## config.mk

```make
export PLATFORM = sky130hd
export DESIGN_NAME = mem_access
export DESIGN_NICKNAME = d
export VERILOG_FILES = /design/src/rtl/mem_access.sv
export SDC_FILE = /design/constraint.sdc
export NUM_CORES = 1
export LEC_CHECK = 0
export CAP_MARGIN = 10
export CORE_AREA = 5 5 147 149
export CTS_CLUSTER_DIAMETER = 200
export DETAILED_ROUTE_END_ITERATION = 7
export DIE_AREA = 0 0 152 154
export GPL_TIMING_DRIVEN = 0
export PLACE_DENSITY = 0.7
export SETUP_SLACK_MARGIN = 0.3
export SLEW_MARGIN = 40
export SYNTH_ARGS = -nofsm -noshare
export SYNTH_HDL_FRONTEND = slang
export SYNTH_SLANG_ARGS = --single-unit
```

## constraint.sdc

```tcl
create_clock -name clk -period 2.5 [get_ports clk]
set_input_delay 0.625 -clock clk [delete_from_list [all_inputs] [get_ports clk]]
set_output_delay 0.625 -clock clk [all_outputs]
set_load 0.01 [all_outputs]
```

## src/rtl/mem_access.sv

```systemverilog
// Memory-access pipeline stage: passes ALU/HI-LO results through and runs a
// req/ack data-bus transaction for loads and stores, stalling until it ends.
module mem_access (
  input  logic        clk,
  input  logic        rst,
  input  logic        i_wreg,
  input  logic [4:0]  i_wd,
  input  logic [31:0] i_wdata,
  input  logic        i_whilo,
  input  logic [31:0] i_hi,
  input  logic [31:0] i_lo,
  input  logic [3:0]  i_memop,
  input  logic [31:0] i_addr,
  input  logic [31:0] i_sdata,
  output logic        o_wreg,
  output logic [4:0]  o_wd,
  output logic [31:0] o_wdata,
  output logic        o_whilo,
  output logic [31:0] o_hi,
  output logic [31:0] o_lo,
  output logic        o_excp_align,
  output logic        stallreq,
  output logic        dbus_req,
  output logic        dbus_we,
  output logic [3:0]  dbus_sel,
  output logic [31:0] dbus_addr,
  output logic [31:0] dbus_wdata,
  input  logic [31:0] dbus_rdata,
  input  logic        dbus_ack
);

  typedef enum logic [1:0] {
    IDLE = 2'd0,
    BUSY = 2'd1,
    DONE = 2'd2
  } state_t;

  localparam logic [3:0] OP_LB  = 4'd1;
  localparam logic [3:0] OP_LBU = 4'd2;
  localparam logic [3:0] OP_LH  = 4'd3;
  localparam logic [3:0] OP_LHU = 4'd4;
  localparam logic [3:0] OP_LW  = 4'd5;
  localparam logic [3:0] OP_SB  = 4'd6;
  localparam logic [3:0] OP_SH  = 4'd7;
  localparam logic [3:0] OP_SW  = 4'd8;

  state_t      state_q, state_d;
  logic        req_q, req_d;
  logic        we_q, we_d;
  logic [3:0]  sel_q, sel_d;
  logic [31:0] addr_q, addr_d;
  logic [31:0] wdataBus_q, wdataBus_d;
  logic [31:0] rdata_q, rdata_d;

  logic        isLoad, isStore, isByte, isHalf, isWord;
  logic        misaligned, memAligned;
  logic [3:0]  laneSel;
  logic [31:0] storeData;
  logic [7:0]  loadByte;
  logic [15:0] loadHalf;
  logic [31:0] loadValue;

  always_comb begin
    isLoad  = 1'b0;
    isStore = 1'b0;
    isByte  = 1'b0;
    isHalf  = 1'b0;
    isWord  = 1'b0;
    case (i_memop)
      OP_LB, OP_LBU: begin isLoad  = 1'b1; isByte = 1'b1; end
      OP_LH, OP_LHU: begin isLoad  = 1'b1; isHalf = 1'b1; end
      OP_LW:         begin isLoad  = 1'b1; isWord = 1'b1; end
      OP_SB:         begin isStore = 1'b1; isByte = 1'b1; end
      OP_SH:         begin isStore = 1'b1; isHalf = 1'b1; end
      OP_SW:         begin isStore = 1'b1; isWord = 1'b1; end
      default:       ;
    endcase
    misaligned = (isHalf && i_addr[0]) || (isWord && (i_addr[1:0] != 2'b00));
    memAligned = (isLoad || isStore) && !misaligned;
  end

  // Big-endian lanes: byte offset 0 lives in bits 31:24.
  always_comb begin
    laneSel   = 4'b0000;
    storeData = i_sdata;
    if (isByte) begin
      laneSel   = 4'b1000 >> i_addr[1:0];
      storeData = {4{i_sdata[7:0]}};
    end else if (isHalf) begin
      laneSel   = i_addr[1] ? 4'b0011 : 4'b1100;
      storeData = {2{i_sdata[15:0]}};
    end else if (isWord) begin
      laneSel   = 4'b1111;
    end
  end

  always_ff @(posedge clk) begin
    if (rst) begin
      state_q    <= IDLE;
      req_q      <= 1'b0;
      we_q       <= 1'b0;
      sel_q      <= 4'b0000;
      addr_q     <= 32'h0;
      wdataBus_q <= 32'h0;
      rdata_q    <= 32'h0;
    end else begin
      state_q    <= state_d;
      req_q      <= req_d;
      we_q       <= we_d;
      sel_q      <= sel_d;
      addr_q     <= addr_d;
      wdataBus_q <= wdataBus_d;
      rdata_q    <= rdata_d;
    end
  end

  // Ack is only honoured in BUSY; address and store data simply hold afterwards.
  always_comb begin
    state_d    = state_q;
    req_d      = req_q;
    we_d       = we_q;
    sel_d      = sel_q;
    addr_d     = addr_q;
    wdataBus_d = wdataBus_q;
    rdata_d    = rdata_q;
    case (state_q)
      IDLE: begin
        if (memAligned) begin
          state_d    = BUSY;
          req_d      = 1'b1;
          we_d       = isStore;
          sel_d      = laneSel;
          addr_d     = {i_addr[31:2], 2'b00};
          wdataBus_d = storeData;
        end
      end
      BUSY: begin
        if (dbus_ack) begin
          state_d = DONE;
          rdata_d = dbus_rdata;
          req_d   = 1'b0;
          we_d    = 1'b0;
          sel_d   = 4'b0000;
        end
      end
      DONE:    state_d = IDLE;
      default: state_d = IDLE;
    endcase
  end

  always_comb begin
    case (i_addr[1:0])
      2'd0:    loadByte = rdata_q[31:24];
      2'd1:    loadByte = rdata_q[23:16];
      2'd2:    loadByte = rdata_q[15:8];
      default: loadByte = rdata_q[7:0];
    endcase
    loadHalf = i_addr[1] ? rdata_q[15:0] : rdata_q[31:16];
    case (i_memop)
      OP_LB:   loadValue = {{24{loadByte[7]}}, loadByte};
      OP_LBU:  loadValue = {24'h0, loadByte};
      OP_LH:   loadValue = {{16{loadHalf[15]}}, loadHalf};
      OP_LHU:  loadValue = {16'h0, loadHalf};
      default: loadValue = rdata_q;
    endcase
  end

  // o_wreg stays low until DONE so a stalled MEM/WB capture never commits stale data.
  always_comb begin
    o_wreg       = i_wreg;
    o_wd         = i_wd;
    o_wdata      = i_wdata;
    o_whilo      = i_whilo;
    o_hi         = i_hi;
    o_lo         = i_lo;
    o_excp_align = 1'b0;
    stallreq     = 1'b0;
    if (rst) begin
      o_wreg  = 1'b0;
      o_wd    = 5'd0;
      o_wdata = 32'h0;
      o_whilo = 1'b0;
      o_hi    = 32'h0;
      o_lo    = 32'h0;
    end else if (misaligned) begin
      o_wreg       = 1'b0;
      o_excp_align = 1'b1;
    end else if (memAligned) begin
      case (state_q)
        IDLE, BUSY: begin
          o_wreg   = 1'b0;
          stallreq = 1'b1;
        end
        DONE: begin
          if (isStore) o_wreg = 1'b0;
          else o_wdata = loadValue;
        end
        default: ;
      endcase
    end
  end

  assign dbus_req   = req_q;
  assign dbus_we    = we_q;
  assign dbus_sel   = sel_q;
  assign dbus_addr  = addr_q;
  assign dbus_wdata = wdataBus_q;

endmodule

```

## After elaboration in Yosys (flattened, before gate mapping)

Index checks and enable logic that the tools add are counted.

- Input bits: 206
- Output and inout bits: 175
- Register bits after elaboration: 102

- Shift operators: 1
- Reductions and logical operators: 20
- Multiplexer cells: 45
- Equality and inequality tests: 14

Operators by type and width:

| cell | count |
|---|---|
| $mux 32 | 9 |
| $pmux 32 s4 | 1 |
| $mux 4 | 6 |
| $pmux 8 s3 | 1 |
| $mux 1 | 19 |
| $eq 4x3->1 const B | 4 |
| $mux 16 | 1 |
| $reduce_or 3->1 | 3 |
| $eq 4x2->1 const B | 2 |
| $pmux 4 s2 | 1 |
| $pmux 1 s2 | 3 |
| $reduce_and 2->1 | 3 |
| $mux 5 | 1 |
| $reduce_or 5->1 | 1 |
| $eq 2x1->1 const B | 2 |
| $eq 2x2->1 const B | 2 |
| $eq 4x1->1 const B | 1 |
| $eq 4x4->1 const B | 1 |
| $logic_not 2->1 | 2 |
| $mux 2 | 2 |
| $ne 2x2->1 const B | 2 |
| $pmux 2 s2 | 1 |
| $reduce_bool 2->1 | 2 |
| $reduce_or 2->1 | 2 |
| other kinds (5) | 8 |

## Logic depth before layout (Yosys ltp)

- Word-level depth: 10
- Mapped depth: 8
- Mapped depth without buffers: 5

## Worst setup path after synthesis

OpenSTA, ideal clock, no wires.

- Kind: input -> output
- From: input port i_memop[0]
- To: output port o_wdata[12]
- Path slack: -0.280 ns
- Path buffers: 3
- Required time: 1.875 ns
- Stages: 7
- Arrival: 2.155 ns
- Path through: buf_6 -> or3b_1 -> clkbuf_1 -> a21oi_1 -> buf_2 -> o21ai_0 -> o32ai_1

- Cells in the longest elaborated chain, start to end: 10
- Elaborated cells between the ends (all ways): 28
- Those cells by class: 8 x eq/ne; 10 x mux; 10 x reduce/logical

Ends and longest elaborated chain:

| item | line | source |
|---|---|---|
| start: declaration | 12 | `input logic [3:0] i_memop,` |
| $eq 4x3->1, or another cell as far along | 69, 159 |  |
| $reduce_or 3->1 (no source line) or $reduce_or 2->1 (tied branches) | - |  |
| $mux 1 | 69 | `case (i_memop)` |
| $logic_and 1x1->1 | 78 | `misaligned = (isHalf && i_addr[0]) \|\| (isWord && (i_addr[1:0] != 2'b00));` |
| $logic_or 1x1->1 | 78 |  |
| $logic_not 1->1 | 79 | `memAligned = (isLoad \|\| isStore) && !misaligned;` |
| $logic_and 1x1->1 | 79 |  |
| $mux 32 | 188 | `end else if (memAligned) begin` |
| $mux 32 (*) | 185 | `end else if (misaligned) begin` |
| $mux 32 (*) | 178 | `if (rst) begin` |
| end: declaration | 17 | `output logic [31:0] o_wdata,` |

Every way passes the cells marked *; elsewhere a longest branch is shown, timed or not.

## Worst setup path in the final report

- From: input port i_memop[0]
- To: output port o_wdata[25]

Same word-level chain as after synthesis.

==> flow_summary_export.csv <==
group,metric,value,unit
timing,slew_violations,0,
logic_synthesis,synth_flop_cell,"dfxtp_1",
route,drcViolationCount,0,
global_routing,antenna_found_initial,1,
route,vias_per_cell,5.12,
logic_synthesis,ys.warnings.count,0,
logic_synthesis,seq_area_frac_synth,34.4,%
setup_path,rr_endpoint,"rdata_q[12]",
logic_synthesis,netlist_top_cells_count,"160 x nand2_1, 102 x dfxtp_1, 93 x a21oi_1, 74 x nor2b_1, 59 x nor2_1",
final_layout,fillCellCount,1770,
pwr,power.leakage,4.59,nW
floorplanning,die_x,152,µm
global_routing,grt_overflow_total,0,
route,firstDrtPassIters,5,
placement,io_buffer_count,376,
floorplanning,initial_utilization,29.6,%
placement,dp_cells,1439,
timing,fin_crit,2860,ps
timing,fmax,350,MHz
timing,rsz0062_at_grt,"yes",
floorplanning,fp.coreArea,20000,µm²
logic_synthesis,synthArstFlopShare,0,%
timing,finClkSkew,10.4,ps
placement,gp_congestion,0.921,
run,max-cap-violations,0,
setup_path,cp-startpoint,"i_memop[0]",
setup_path,reg2reg_slack,500,ps
clock_tree,cts_buffers,9,
clock_tree,ctsHoldBuffers,0,
setup_path,r2r-start,"state_q[0]",
route,drtAntennaViolNets,0,
logic_synthesis,yosysTopAreaCell,"dfxtp_1",
logic_synthesis,yosys_register_bits,102,
logic_synthesis,synth_area_per_cell,7.50,µm²
timing,relSlewSlack,52.0,%
final_layout,nNetsFinal,1441,
logic_synthesis,synth-edff-count,0,
timing,tightest_slew,720,ps
timing,setup-tns-final,-9070,ps
clock_tree,clock_latency,360,ps
setup_path,worstSetupEndpoint,"o_wdata[25]",
setup_path,crit_path_start_kind,"input pin",
final_layout,drive_gt1_share,28.1,%
min_path,min_from,"dbus_addr[23]",
route,routedWlPerCell,20.8,µm
pwr,power,5.13,mW
global_routing,grt_pass1_vias,7726,
min_path,min_path_type,"reg -> reg",
global_routing,grt_use_total,24.9,%
timing,hold_viol_final,0,
setup_path,crit_fanout,10,
logic_synthesis,synth.area.top_cells,"dfxtp_1 34%, nand2_1 10%, a21oi_1 7.8%",
logic_synthesis,netlist_area,5940,µm²
route,wirelength,31.5,mm
route,drt_iter0_markers,594,
final_layout,areaGrowthSynthToFinish,103,%
clock_tree,cts.sinks,102,
logic_synthesis,syn_inst,792,
logic_synthesis,synth_most_common_cell,"nand2_1",
clock_tree,root_buffer,"clkbuf_16",
setup_path,worst_ep_arrival_time,2230,ps
global_routing,grt_pass1_wl,46.2,mm
logic_synthesis,ys_types,50,
floorplanning,die-area,23400,µm²
final_layout,fin_cells,1511,
setup_path,required,1880,ps
timing,fin_crit_sh,114,%
status,status,"complete, but fails checks",
timing,fin_ws,-359,ps
floorplanning,ios,381,
placement,hpwl,23.6,mm
pwr,powerDensity,427,nW/µm²
pwr,peakVddDrop,0.297,mV
logic_synthesis,synth_top_area_share,34.4,%
clock_tree,clk_pin_slew,70,ps
setup_path,end_kind,"output pin",
floorplanning,rows,52,
clock_tree,htree_levels,3,
clock_tree,clockBufferDepth,2,
clock_tree,tritoncts,"built",
floorplanning,die_h,154,µm
setup_path,reg2reg_depth,8,
timing,setup_violations,35,
setup_path,crit_type,"in -> out",
global_routing,grt_max_degree,21,
status,violations,"setup timing",
route,vias,7732,
-- worst max-delay path, cell delays in order --
cell,delay (ps)
buf_12,130
and2_1,180
o21ai_1,160
and3_4,210
buf_8,110
o311ai_4,110
buf_6,170
buf_12,140
o32ai_4,250
buf_6,140
-- layer usage --
layer	routed length (µm)	up-vias	track usage [%]
li1	-	3622	-
met3	2300	65	6.10
met4	977	0	8.86
met5	0	-	0
met2	15700	387	43.8
met1	12500	3658	29.5
-- sequential cells by signal, summed over array words and instances (netlist names) --
register    cells
dbus_req        1
dbus_wdata     32
state_q         2
dbus_addr      30
dbus_we         1
dbus_sel        4
rdata_q        32
-- logic make-up (layout without fill, tap and decap cells) --
kind of cell              after synthesis  count (layout)  share of synthesized area [%]
muxes                                  47              47                           8.28
xor gates and xnor gates                3               3                          0.443
AOI/OAI and AO/OA                     211             211                           23.4
other                                   1               3                         0.0632
buffers and inverters                  80             527                           5.92
DFF                                   102             102                           34.4
and+or+nand+nor                       348             348                           27.5
-- layout by cell type (no fill, tap or decap), types with 5 or more instances in the layout --
master	count
buf_2	50
a21oi_2	9
o22ai_4	9
clkbuf_4	6
clkdlybuf4s15_2	10
o32ai_2	14
nor2_1	45
a21oi_1	83
o21ai_2	9
nor2b_1	66
clkbuf_8	6
buf_8	14
clkbuf_16	14
a211oi_1	8
nand2_1	159
buf_6	25
a22o_1	8
dlygate4sd2_1	23
mux2_2	7
nor2_2	13
o21ai_4	7
a31oi_4	6
dfxtp_1	98
a211oi_2	16
mux2i_1	39
o22ai_2	5
nand2b_1	28
clkdlybuf4s15_1	14
clkbuf_2	17
buf_4	43
clkdlybuf4s50_1	266
nand3_1	6
buf_12	5
o32ai_4	10
inv_1	5
clkbuf_1	20
-- power breakdown --
part	switching, mW	leakage [nW]	internal, mW
Combinational	0.834	3.60	0.934
Clock	0.734	0.154	0.810
Sequential	0.0824	0.835	1.74
-- final cells by class --
class                           instances  area (µm²)  share of cell area [%]
Tap cell                              270         338                    2.81
Clock inverter                          7        98.8                   0.822
Inverter                                5        18.8                   0.156
Sequential cell                       102        2050                    17.0
Buffer                                 75         691                    5.74
Clock buffer                            9         225                    1.87
Antenna cell                            1        2.50                  0.0208
Multi-Input combinational cell        611        4570                    38.0
Timing Repair Buffer                  431        4040                    33.5
-- timing repair --
action,in CTS,in global routing
pin swaps,21,25
endpoints found under the hold margin,0,0
setup endpoints to repair,174,121
gates cloned,6,1
setup buffers,36,12
gates resized for setup,477,90
-- worst min-delay path by stage --
stage | end | slack, ps | cells after the start
floorplan | rdata_q[7] | 450 | 2
global placement | dbus_addr[28] | 440 | 2
detailed placement | dbus_addr[12] | 450 | 2
CTS | dbus_addr[12] | 460 | 2
global route | dbus_addr[23] | 470 | 2
finish | dbus_addr[23] | 460 | 2
-- stage by stage --
step	cell area, µm²	hold slack, ps	utilization, %	worst slack (ps)
after floorplan	6480	447	-	-69.1
after global placement	10600	441	52.8	-1600
after detailed placement	10600	448	52.8	-1570
after CTS	11700	460	58.4	-386
after global routing	12000	472	60.0	-408
final	12000	456	60.0	-359
No activity file was read; power rests on OpenSTA's default activity.
